**src/rtl/vending_machine_gen_pkg.sv**
```systemverilog
// Shared vending machine encodings: coin codes and controller states.
// Imported by the RTL and by the testbench.
package vending_machine_gen_pkg;

   typedef enum logic [1:0] {
      COIN_NONE = 2'd0,
      COIN_C1   = 2'd1,
      COIN_C2   = 2'd2,
      COIN_C3   = 2'd3
   } coin_e;

   typedef enum logic [1:0] {
      S_IDLE   = 2'd0,
      S_CREDIT = 2'd1,
      S_VEND   = 2'd2,
      S_CHANGE = 2'd3
   } state_e;

endpackage

```
**src/rtl/vending_machine_gen_change_sel.sv**
```systemverilog
// Greedy change picker: largest coin whose value fits in the remaining amount.
// Assumes COIN3 > COIN2 > COIN1 > 0.
module vm_change_sel
   import vending_machine_gen_pkg::*;
#(
   parameter int CREDIT_W = 8,
   parameter int COIN1    = 5,
   parameter int COIN2    = 10,
   parameter int COIN3    = 25
) (
   input  logic [CREDIT_W-1:0] amount,
   output logic [1:0]          coin_code,
   output logic [CREDIT_W-1:0] coin_value
);

   localparam logic [CREDIT_W-1:0] V1 = CREDIT_W'(COIN1);
   localparam logic [CREDIT_W-1:0] V2 = CREDIT_W'(COIN2);
   localparam logic [CREDIT_W-1:0] V3 = CREDIT_W'(COIN3);

   always_comb begin
      coin_code  = COIN_NONE;
      coin_value = '0;
      if (amount >= V3) begin
         coin_code  = COIN_C3;
         coin_value = V3;
      end else if (amount >= V2) begin
         coin_code  = COIN_C2;
         coin_value = V2;
      end else if (amount >= V1) begin
         coin_code  = COIN_C1;
         coin_value = V1;
      end
   end

endmodule

```
**src/rtl/vending_machine_gen.sv**
```systemverilog
// Coin-operated vending controller: credit accumulation, stock-checked selection,
// one-cycle dispense and greedy coin-by-coin change. All outputs are registered.
module vending_machine_gen
   import vending_machine_gen_pkg::*;
#(
   parameter int NUM_ITEMS  = 4,
   parameter int SEL_W      = 2,
   parameter int CREDIT_W   = 8,
   parameter int PRICE      = 15,
   parameter int COIN1      = 5,
   parameter int COIN2      = 10,
   parameter int COIN3      = 25,
   parameter int MAX_CREDIT = 50,
   parameter int STOCK_W    = 4,
   parameter int STOCK_INIT = 8
) (
   input  logic                 clk,
   input  logic                 rst,
   input  logic [1:0]           coin,
   input  logic                 sel_valid,
   input  logic [SEL_W-1:0]     sel,
   input  logic                 cancel,
   input  logic                 refill,
   output logic                 vend,
   output logic [SEL_W-1:0]     vend_item,
   output logic                 change_valid,
   output logic [1:0]           change_coin,
   output logic                 coin_reject,
   output logic                 sel_err,
   output logic [CREDIT_W-1:0]  credit,
   output logic                 busy,
   output logic [NUM_ITEMS-1:0] sold_out
);

   if ((COIN1 <= 0) || (PRICE % COIN1 != 0) || (COIN2 % COIN1 != 0) ||
       (COIN3 % COIN1 != 0) || (MAX_CREDIT % COIN1 != 0) ||
       (MAX_CREDIT >= (2 ** CREDIT_W)) || ((2 ** SEL_W) < NUM_ITEMS)) begin : g_bad_params
      $error("vending_machine_gen: illegal parameter combination");
   end

   localparam logic [CREDIT_W-1:0] PRICE_N = CREDIT_W'(PRICE);
   localparam logic [CREDIT_W:0]   MAX_X   = (CREDIT_W+1)'(MAX_CREDIT);
   localparam logic [STOCK_W-1:0]  STOCK_FULL = STOCK_W'(STOCK_INIT);

   state_e                state_q, state_d;
   logic [CREDIT_W-1:0]   credit_q, credit_d;
   logic [SEL_W-1:0]      vend_item_q, vend_item_d;
   logic [1:0]            change_coin_q, change_coin_d;
   logic                  vend_q, vend_d, change_valid_q, change_valid_d;
   logic                  coin_reject_q, coin_reject_d, sel_err_q, sel_err_d;
   logic                  busy_q, busy_d;
   logic [STOCK_W-1:0]    stock_q [NUM_ITEMS];
   logic [STOCK_W-1:0]    stock_d [NUM_ITEMS];

   logic [CREDIT_W:0]     coin_val, coin_sum, credit_eff;
   logic                  coin_ok, sel_in_stock, sel_ok;
   logic [CREDIT_W-1:0]   chg_src, chg_val, chg_left;
   logic [1:0]            chg_code;

   always_comb begin
      coin_val = '0;
      case (coin)
         COIN_C1: coin_val = (CREDIT_W+1)'(COIN1);
         COIN_C2: coin_val = (CREDIT_W+1)'(COIN2);
         COIN_C3: coin_val = (CREDIT_W+1)'(COIN3);
         default: coin_val = '0;
      endcase
   end

   // Credit as seen by a same-cycle selection or cancel: includes an accepted coin.
   assign coin_sum   = {1'b0, credit_q} + coin_val;
   assign coin_ok    = (coin != COIN_NONE) && (coin_sum <= MAX_X);
   assign credit_eff = coin_ok ? coin_sum : {1'b0, credit_q};

   // An out-of-range index finds no stock and is refused like a sold-out item.
   always_comb begin
      sel_in_stock = 1'b0;
      for (int i = 0; i < NUM_ITEMS; i++) begin
         if (SEL_W'(i) == sel) sel_in_stock = (stock_q[i] != '0);
      end
   end
   assign sel_ok = sel_in_stock && (credit_eff >= {1'b0, PRICE_N});

   assign chg_src  = (state_q == S_CREDIT) ? credit_eff[CREDIT_W-1:0] : credit_q;
   assign chg_left = chg_src - chg_val;

   vm_change_sel #(
      .CREDIT_W (CREDIT_W),
      .COIN1    (COIN1),
      .COIN2    (COIN2),
      .COIN3    (COIN3)
   ) u_change_sel (
      .amount     (chg_src),
      .coin_code  (chg_code),
      .coin_value (chg_val)
   );

   always_comb begin
      state_d        = state_q;
      credit_d       = credit_q;
      vend_item_d    = vend_item_q;
      change_coin_d  = '0;
      vend_d         = 1'b0;
      change_valid_d = 1'b0;
      coin_reject_d  = 1'b0;
      sel_err_d      = 1'b0;
      busy_d         = 1'b0;
      for (int i = 0; i < NUM_ITEMS; i++) stock_d[i] = stock_q[i];

      case (state_q)
         S_IDLE, S_CREDIT: begin
            coin_reject_d = (coin != COIN_NONE) && !coin_ok;
            credit_d      = credit_eff[CREDIT_W-1:0];
            if (state_q == S_IDLE) begin
               if (coin_ok) state_d = S_CREDIT;
               if (sel_valid) sel_err_d = 1'b1;
               if (refill) begin
                  for (int i = 0; i < NUM_ITEMS; i++) stock_d[i] = STOCK_FULL;
               end
            end else if (cancel) begin
               state_d        = S_CHANGE;
               busy_d         = 1'b1;
               change_valid_d = 1'b1;
               change_coin_d  = chg_code;
               credit_d       = chg_left;
            end else if (sel_valid) begin
               if (sel_ok) begin
                  state_d     = S_VEND;
                  busy_d      = 1'b1;
                  vend_d      = 1'b1;
                  vend_item_d = sel;
                  credit_d    = credit_eff[CREDIT_W-1:0] - PRICE_N;
                  for (int i = 0; i < NUM_ITEMS; i++) begin
                     if (SEL_W'(i) == sel) stock_d[i] = stock_q[i] - 1'b1;
                  end
               end else begin
                  sel_err_d = 1'b1;
               end
            end
         end
         // VEND and CHANGE both drain the remainder one coin per cycle.
         S_VEND, S_CHANGE: begin
            coin_reject_d = (coin != COIN_NONE);
            if (credit_q != '0) begin
               state_d        = S_CHANGE;
               busy_d         = 1'b1;
               change_valid_d = 1'b1;
               change_coin_d  = chg_code;
               credit_d       = chg_left;
            end else begin
               state_d = S_IDLE;
            end
         end
         default: state_d = S_IDLE;
      endcase
   end

   always_ff @(posedge clk) begin
      if (rst) begin
         state_q        <= S_IDLE;
         credit_q       <= '0;
         vend_item_q    <= '0;
         change_coin_q  <= '0;
         vend_q         <= 1'b0;
         change_valid_q <= 1'b0;
         coin_reject_q  <= 1'b0;
         sel_err_q      <= 1'b0;
         busy_q         <= 1'b0;
         for (int i = 0; i < NUM_ITEMS; i++) stock_q[i] <= STOCK_FULL;
      end else begin
         state_q        <= state_d;
         credit_q       <= credit_d;
         vend_item_q    <= vend_item_d;
         change_coin_q  <= change_coin_d;
         vend_q         <= vend_d;
         change_valid_q <= change_valid_d;
         coin_reject_q  <= coin_reject_d;
         sel_err_q      <= sel_err_d;
         busy_q         <= busy_d;
         for (int i = 0; i < NUM_ITEMS; i++) stock_q[i] <= stock_d[i];
      end
   end

   always_comb begin
      sold_out = '0;
      for (int i = 0; i < NUM_ITEMS; i++) sold_out[i] = (stock_q[i] == '0);
   end

   assign vend         = vend_q;
   assign vend_item    = vend_item_q;
   assign change_valid = change_valid_q;
   assign change_coin  = change_coin_q;
   assign coin_reject  = coin_reject_q;
   assign sel_err      = sel_err_q;
   assign credit       = credit_q;
   assign busy         = busy_q;

endmodule

```
**config.mk**
```make
export PLATFORM = sky130hd
export DESIGN_NAME = vending_machine_gen
export DESIGN_NICKNAME = d
export VERILOG_FILES = /design/src/rtl/vending_machine_gen_pkg.sv /design/src/rtl/vending_machine_gen_change_sel.sv /design/src/rtl/vending_machine_gen.sv
export SDC_FILE = /design/constraint.sdc
export NUM_CORES = 1
export LEC_CHECK = 0
export CORE_AREA = 2 2 101 83
export DETAILED_ROUTE_END_ITERATION = 6
export DIE_AREA = 0 0 103 85
export GPL_TIMING_DRIVEN = 0
export SETUP_SLACK_MARGIN = 0.4
export SYNTH_ARGS = -nofsm -noshare
export SYNTH_HDL_FRONTEND = slang
export SYNTH_HIERARCHICAL = 1
export SYNTH_SLANG_ARGS = --single-unit
```
**constraint.sdc**
```tcl
create_clock -name clk -period 5.95 [get_ports clk]
set_clock_uncertainty 0.05 [all_clocks]
set_input_delay 1.19 -clock clk [delete_from_list [all_inputs] [get_ports clk]]
set_output_delay 1.19 -clock clk [all_outputs]
set_load 0.05 [all_outputs]
```
Word level (Yosys, flattened, before mapping)
Memory sizes are Yosys's and may differ from the RTL's.
Index checks and enable logic that the tools add are counted.
{"block": "classes", "n_eq_ne": 13, "n_addsub": 7, "reduce_logical": 22, "n_bitwise": 7, "magnitude_cmp": 5, "muxes": 62}
{"cell": "16-bit two-way mux", "n": 6}
{"cell": "8-bit two-way mux", "n": 8}
{"cell": "4-bit two-way mux", "n": 8}
{"cell": "2-bit two-way mux", "n": 11}
{"cell": "1-bit two-way mux", "n": 20}
{"cell": "4-bit logical NOT", "n": 4}
{"cell": "8-bit case mux with 2 select lines", "n": 1}
{"cell": "4-bit nonzero test", "n": 4}
{"cell": "4-bit by 1-bit subtractor with 4-bit output, second input constant", "n": 4}
{"cell": "5-bit case mux with 3 select lines", "n": 1}
{"cell": "8-bit by 9-bit adder with 9-bit output", "n": 1}
{"cell": "9-bit by 4-bit >= comparator with 1-bit output, second input constant", "n": 1}
{"cell": "9-bit by 6-bit less-or-equal comparator with 1-bit output, second input constant", "n": 1}
{"cell": "9-bit two-way mux", "n": 1}
{"cell": "2-bit equality test, second input constant", "n": 4}
{"cell": "8-bit by 3-bit >= comparator with 1-bit output, second input constant", "n": 1}
{"cell": "8-bit by 4-bit >= comparator with 1-bit output, second input constant", "n": 1}
{"cell": "8-bit by 5-bit >= comparator with 1-bit output, second input constant", "n": 1}
{"cell": "4-bit != test, second input constant", "n": 2}
{"cell": "2-bit case mux with 2 select lines", "n": 2}
{"cell": "8-bit nonzero test", "n": 1}
{"cell": "8-bit by 4-bit subtractor with 8-bit output, second input constant", "n": 1}
{"cell": "8-bit subtractor", "n": 1}
{"cell": "1-bit case mux with 2 select lines", "n": 3}
{"cell": "16 further kinds", "n": 28}
{"block": "totals", "ff_bits": 19, "out_inout_bits": 21, "mem_count": 1, "mem_bits_rw": 16}
{"memory": "stock_q", "depth": 4, "width": 4, "read_ports": 4, "rd_ports_with_merged_regs": 0, "write_ports": 4, "line": "vending_machine_gen.sv:52", "rtl": "logic [STOCK_W-1:0] stock_q [NUM_ITEMS];"}

Longest topological paths before layout
{"block": "logic_depth", "ltp_word": 15, "depth_mapped": 28, "ltp_nobuf": 24}

Modules after synthesis
Netlist, hierarchy kept.
{"module": "vending_machine_gen", "instances": 1, "area_per_inst_um2": 3083.0, "cells_each": 393}
{"module": "vm_change_sel", "instances": 1, "area_per_inst_um2": 153.9, "cells_each": 23}

Least setup slack after synthesis
Ideal clock, no wire load.
{"block": "synth_path", "kind": "in2reg", "from": "in coin[0]", "to": "reg credit_q[6] (netlist: credit[6])", "path_slack_ns": -0.487, "cell_stages": 26, "setup_time_ns": 0.079, "n_path_buf": 3, "arrival_time_ns": 6.308, "required_time_ns": 5.821, "path_cell_list": "clkbuf_1 > ha_1 > inv_1 > fa_1 > and2b_1 > o22ai_1 > xnor2_1 > nand4_1 > nand3_1 > or2_2 > buf_2 > mux2_2 > nor3b_1 > a211oi_1 > o21ai_0 > buf_4 > ha_1 > fa_1 > nor2b_1 > o21ai_0 > nand2b_1 > a31oi_1 > xor2_1 > a211oi_1 > or4b_1 > o211ai_1"}
{"block": "synth_via", "elab_chain_len": 15, "word_cells_on_any_way": 26, "classes_between": "3 x add/sub; 5 x order compare; 3 x eq/ne; 12 x mux; 3 x reduce/logical"}
{"item": "start, declared", "line": "vending_machine_gen.sv:19", "rtl": "input logic [1:0] coin,"}
{"item": "2-bit equality test / 2-bit by 1-bit equality test with 1-bit output (equally long branches)", "line": "vending_machine_gen.sv:62", "rtl": "case (coin)"}
{"item": "5-bit case mux with 3 select lines", "line": "vending_machine_gen.sv:62"}
{"item": "8-bit by 9-bit adder with 9-bit output", "line": "vending_machine_gen.sv:71", "rtl": "assign coin_sum = {1'b0, credit_q} + coin_val;"}
{"item": "9-bit by 6-bit less-or-equal comparator with 1-bit output", "line": "vending_machine_gen.sv:72", "rtl": "assign coin_ok = (coin != COIN_NONE) && (coin_sum <= MAX_X);"}
{"item": "1-bit logical AND", "line": "vending_machine_gen.sv:72"}
{"item": "9-bit two-way mux *", "line": "vending_machine_gen.sv:73", "rtl": "assign credit_eff = coin_ok ? coin_sum : {1'b0, credit_q};"}
{"item": "8-bit two-way mux *", "line": "vending_machine_gen.sv:84", "rtl": "assign chg_src = (state_q == S_CREDIT) ? credit_eff[CREDIT_W-1:0] : credit_q;"}
{"item": "named net chg_src[3]", "line": "vending_machine_gen.sv:57", "rtl": "logic [CREDIT_W-1:0] chg_src, chg_val, chg_left;"}
{"item": "8-bit by 3-bit >= comparator with 1-bit output", "line": "vending_machine_gen_change_sel.sv:29", "rtl": "end else if (amount >= V1) begin"}
{"item": "3-bit two-way mux", "line": "vending_machine_gen_change_sel.sv:29"}
{"item": "8-bit two-way mux", "line": "vending_machine_gen_change_sel.sv:26", "rtl": "end else if (amount >= V2) begin"}
{"item": "8-bit two-way mux *", "line": "vending_machine_gen_change_sel.sv:23", "rtl": "if (amount >= V3) begin"}
{"item": "named net chg_val[0]", "line": "vending_machine_gen.sv:57"}
{"item": "8-bit subtractor *", "line": "vending_machine_gen.sv:85", "rtl": "assign chg_left = chg_src - chg_val;"}
{"item": "8-bit two-way mux", "line": "vending_machine_gen.sv:120", "rtl": "end else if (cancel) begin"}
{"item": "8-bit two-way mux", "line": "vending_machine_gen.sv:114", "rtl": "if (state_q == S_IDLE) begin"}
{"item": "8-bit case mux with 2 select lines *", "line": "vending_machine_gen.sv:110", "rtl": "case (state_q)"}
{"item": "end signal, assigned", "line": "vending_machine_gen.sv:172", "rtl": "credit_q <= credit_d;"}
{"item": "end, declared", "line": "vending_machine_gen.sv:46", "rtl": "logic [CREDIT_W-1:0] credit_q, credit_d;"}
Mark *: on every way through the listed nets, which the timed path passes. The rest lies on a longest branch. The select of a mux whose other input is x is not followed.
A chain may end at the register's enable or synchronous reset.

Worst setup path after layout
{"block": "layout_path", "from": "in coin[0]", "to": "reg credit_q[4] (netlist: credit[4])"}
{"block": "layout_via", "word_cells_on_any_way": 26, "classes_between": "3 x add/sub; 5 x order compare; 3 x eq/ne; 12 x mux; 3 x reduce/logical"}
{"item": "2-bit equality test / 2-bit by 1-bit equality test with 1-bit output (equally long branches)", "line": "vending_machine_gen.sv:62"}
{"item": "5-bit case mux with 3 select lines", "line": "vending_machine_gen.sv:62"}
{"item": "8-bit by 9-bit adder with 9-bit output", "line": "vending_machine_gen.sv:71"}
{"item": "9-bit by 6-bit less-or-equal comparator with 1-bit output", "line": "vending_machine_gen.sv:72"}
{"item": "1-bit logical AND", "line": "vending_machine_gen.sv:72"}
{"item": "9-bit two-way mux *", "line": "vending_machine_gen.sv:73"}
{"item": "8-bit two-way mux *", "line": "vending_machine_gen.sv:84"}
{"item": "named net chg_src[5]", "line": "vending_machine_gen.sv:57"}
{"item": "8-bit by 4-bit >= comparator with 1-bit output", "line": "vending_machine_gen_change_sel.sv:26"}
{"item": "8-bit two-way mux", "line": "vending_machine_gen_change_sel.sv:26"}
{"item": "8-bit two-way mux *", "line": "vending_machine_gen_change_sel.sv:23"}
{"item": "named net chg_val[3]", "line": "vending_machine_gen.sv:57"}
{"item": "8-bit subtractor *", "line": "vending_machine_gen.sv:85"}
{"item": "8-bit two-way mux", "line": "vending_machine_gen.sv:120"}
{"item": "8-bit two-way mux", "line": "vending_machine_gen.sv:114"}
{"item": "8-bit case mux with 2 select lines *", "line": "vending_machine_gen.sv:110"}
Marks and branches as above.

==> results.py <==
metrics = {
    "outcome": {
        "outcome": "finished, violations left",
        "violated_checks": "negative setup slack",
    },
    "timing": {
        "timing.final.setup_violations": 3,
        "final.period_utilization": 1.01,
        "transition_at_the_pin_with_the_smallest_max_transition_slack_ns": 0.853,
        "holdWs_ns": 0.442,
        "final_critical_path_setup_slack_ns": -0.0693,
        "achievable-frequency_ghz": 0.166,
        "grt_setup_unrepaired": "yes",
        "slew_viol_final": 0,
        "setup_tns_ns": -0.171,
        "relSlewSlack": 0.429,
        "period_needed_ns": 6.02,
        "report.final.hold_viol_count": 0,
    },
    "global_route": {
        "grt.total_usage": 0.238,
        "grt_start_max_net_pins": 12,
        "grt_pass1_wl_mm": 16.4,
        "global_route.usage.met2": 0.353,
        "global_routing_usage_on_met3": 0.0478,
        "grt_pass1_vias": 3271,
        "number_of_antenna_violations_at_the_first_check_in_global_routing": 0,
        "grt_most_used_layer": "met2",
        "grt_use_met1": 0.348,
        "grt_overflow_total": 0,
    },
    "logic_synthesis": {
        "avgSynthCellArea_um2": 7.78,
        "synthMuxAreaShare": 0.0514,
        "netlist_instances": 416,
        "syn_std_cell_area_mm2": 0.00324,
        "post_synthesis_share_of_cell_area_spent_on_xor_and_xnor_gates": 0.0510,
        "synth-async-reset-ratio": 0,
        "yosysSeqAreaShare": 0.216,
        "synth_warnings": 6,
        "synth_enable_flop_cells": 0,
        "ys_seq_elements": 35,
        "top_ff_cell_synth": "sky130_fd_sc_hd__dfxtp_1",
        "combinational_family_with_the_most_area_after_synthesis": "simple AND/OR/NAND/NOR gates",
        "number_of_different_library_cells_in_the_post_synthesis_netlist": 70,
        "post_synth_fa_ha_maj_area_fraction": 0.0897,
        "synth_compound_area_frac": 0.223,
        "synthSimpleGateAreaFrac": 0.295,
    },
    "routing": {
        "firstDrtPassIters": 5,
        "ant_nets": 0,
        "drt-wirelength-per-cell_um": 17.1,
        "routed_wirelength_mm": 10.3,
        "first_iter_violations": 214,
        "drcViolationCount": 0,
        "route.vias.total": 3446,
        "vias_per_cell": 5.73,
    },
    "setup_path": {
        "cp-end-kind": "flop",
        "worst_ep_arrival_time_ns": 6.12,
        "worstReg2RegEnd": "credit[4]$_SDFFE_PP0P_",
        "r2r_start": "credit[0]$_SDFFE_PP0P_",
        "worstPathRequired_ns": 6.05,
        "critical_path.max_stage_delay_ns": 0.39,
        "worst_path_slowest_cell": "sky130_fd_sc_hd__or3_4",
        "worst-r2r-cell-count": 28,
        "worst_setup_path_start_kind": "input pin",
        "critPathMaxFanout": 5,
        "critical_path.most_common_cell": "sky130_fd_sc_hd__buf_6",
        "endpoint": "credit[4]$_SDFFE_PP0P_",
        "worst-r2r-setup-slack_ns": 0.28,
        "worstSetupStartpoint": "coin[0]",
        "criticalPathCategory": "in2reg",
    },
    "floorplanning": {
        "row_count": 29,
        "core_region_area_mm2": 0.00776,
        "fp.dieW_um": 103,
        "io-pin-count": 30,
        "initial_utilization": 0.417,
        "die-area_mm2": 0.00876,
        "chipHeight_um": 85,
    },
    "clock_tree": {
        "buffer_depth_of_the_longest_clock_path": 2,
        "cts.sink_count": 35,
        "htreeDepth": 2,
        "hold_buffers": 0,
        "worst_skew_pair.late_latency_ns": 0.29,
        "tritoncts": "yes",
        "clock_tree.root_cell": "sky130_fd_sc_hd__clkbuf_8",
        "cts-buffers-inserted": 5,
        "clk_pin_slew_ns": 0.08,
    },
    "layout": {
        "final.fill_count": 702,
        "layout.nets": 523,
        "final_core_utilization": 0.583,
        "drive_gt1_frac": 0.288,
        "diodes": 0,
        "syn2layout_area_growth_pct": 40.0,
    },
    "hold_path": {
        "worstHoldPathType": "reg2reg",
    },
    "power": {
        "ir_worst_vdd_mv": 0.319,
        "static-leakage-power_nw": 1.72,
        "power_per_cell_area_mw_per_mm2": 602,
    },
    "placement": {
        "place.detailed.hpwl_mm": 6.99,
        "io_buffers": 29,
        "gp_congestion": 0.881,
    },
    "job": {
        "cap_violations": 0,
    },
}
==> cell usage after synthesis (all sizes together), types with 2 or more instances <==
| library cell | count | area, um^2 |
|---|---|---|
| or2 | 4 | 25.0 |
| a31oi | 10 | 77.6 |
| nand2 | 27 | 104 |
| o211a | 4 | 40.0 |
| inv | 26 | 97.6 |
| or4 | 3 | 26.3 |
| mux2i | 11 | 110 |
| nand4 | 8 | 50.1 |
| ha | 20 | 250 |
| buf | 14 | 83.8 |
| a21oi | 23 | 119 |
| xor2 | 12 | 105 |
| nand3 | 31 | 155 |
| nand2b | 9 | 56.3 |
| and3 | 3 | 18.8 |
| a32oi | 2 | 17.5 |
| nor4 | 7 | 43.8 |
| xnor2 | 6 | 60.1 |
| or3 | 8 | 60.1 |
| mux2 | 3 | 33.8 |
| o2111ai | 2 | 17.5 |
| clkbuf | 12 | 55.1 |
| o31ai | 3 | 22.5 |
| nor3 | 11 | 55.1 |
| o21ai | 15 | 75.1 |
| o211ai | 4 | 30.0 |
| nand4b | 2 | 17.5 |
| o311ai | 2 | 17.5 |
| and2 | 8 | 50.1 |
| nor2 | 37 | 139 |
| nor3b | 6 | 50.1 |
| o21a | 8 | 60.1 |
| nor2b | 5 | 31.3 |
| a211oi | 7 | 57.6 |
| nand3b | 2 | 15.0 |
| fa | 2 | 40.0 |
| dfxtp | 35 | 701 |
| a2111oi | 5 | 93.8 |
| a31o | 2 | 17.5 |
==> report_power, final <==
group,internal [mW],switching (mW)
sequential,0.285,0.0628
combinational,0.974,1.21
clock,0.105,0.0949
==> cells by family (layout without fill, tap and decap cells) <==
| group | Yosys count | count (layout) |
|---|---|---|
| and+or+nand+nor | 177 | 177 |
| AOI/OAI and AO/OA | 96 | 96 |
| buffers and inverters | 52 | 127 |
| DFF | 35 | 35 |
| adders and majority gates | 22 | 22 |
| xor gates and xnor gates | 18 | 18 |
| muxes | 15 | 15 |
| other | 1 | 3 |
==> critical path, delay by kind of cell <==
family / cells / cell delay (ns)
AOI/OAI and AO/OA: 6 / 0.83
and+or+nand+nor: 9 / 1.97
xor gates and xnor gates: 2 / 0.28
adders and majority gates: 3 / 0.73
buffers and inverters: 10 / 1.13
==> per-layer routing <==
layer  wire length [um]  share of wire
met1               4860           0.47
met2               4540           0.44
met3                714          0.069
met4                183          0.018
met5                  0              0
==> flip-flops by register name, indices dropped and copies added (netlist names) <==
signal        cells
state_q           2
change_coin       2
change_valid      1
vend              1
stock_q          16
busy              1
credit            8
coin_reject       1
sel_err           1
vend_item         2
==> cell usage in the layout (no fill, tap or decap), types with 11 or more instances in the layout <==
master                            instances
sky130_fd_sc_hd__inv_1                   23
sky130_fd_sc_hd__nand2_1                 24
sky130_fd_sc_hd__buf_4                   39
sky130_fd_sc_hd__clkdlybuf4s50_1         27
sky130_fd_sc_hd__ha_1                    14
sky130_fd_sc_hd__dfxtp_1                 35
sky130_fd_sc_hd__nor2_1                  34
sky130_fd_sc_hd__nand3_1                 29
sky130_fd_sc_hd__xor2_1                  11
sky130_fd_sc_hd__clkbuf_1                11
sky130_fd_sc_hd__a21oi_1                 19
==> through the flow <==
stage          total power [mW]  area (um^2)  instances  setup slack (ns)
6_report                   2.73         4530        601           -0.0693
5_1_grt                    2.89         4530        601            -0.271
4_1_cts                    2.53         4370        595           -0.0166
3_5_place_dp               1.92         3760        555             -1.17
3_3_place_gp               1.90         3760        555             -1.12
2_1_floorplan              1.55         3340        418           -0.0210
==> worst min path at each step <==
stage / startpoint / end / slack [ns] / cells after the start
finish: stock_q[0][1]$_SDFFE_PP0P_ / stock_q[0][1]$_SDFFE_PP0P_ / 0.44 / 2
floorplan: stock_q[1][3]$_SDFFE_PP1P_ / stock_q[1][3]$_SDFFE_PP1P_ / 0.41 / 2
CTS: stock_q[3][1]$_SDFFE_PP0P_ / stock_q[3][1]$_SDFFE_PP0P_ / 0.45 / 2
global route: stock_q[2][3]$_SDFFE_PP1P_ / stock_q[2][3]$_SDFFE_PP1P_ / 0.47 / 2
global placement: stock_q[2][3]$_SDFFE_PP1P_ / stock_q[2][3]$_SDFFE_PP1P_ / 0.42 / 2
detailed placement: stock_q[3][3]$_SDFFE_PP1P_ / stock_q[3][3]$_SDFFE_PP1P_ / 0.43 / 2
==> cell type report <==
type | instances | area (um^2) | share of cell area
clock inverter | 1 | 7.51 | 0.00166
tap | 108 | 135 | 0.0298
clock buffer | 7 | 96.3 | 0.0213
timing repair buffer | 67 | 621 | 0.137
sequential | 35 | 701 | 0.155
buffer | 26 | 154 | 0.0340
multi-input combinational | 331 | 2720 | 0.600
inverter | 26 | 97.6 | 0.0215
==> what timing repair did <==
item                                   in CTS  in global routing
pin swaps                                  22                 15
cloned                                      1                  0
setup endpoints to repair                  31                 31
setup buffers                              31                  6
gates resized for setup                    51                 23
endpoints found under the hold margin       0                  0
(Power assumes the default switching activity.)
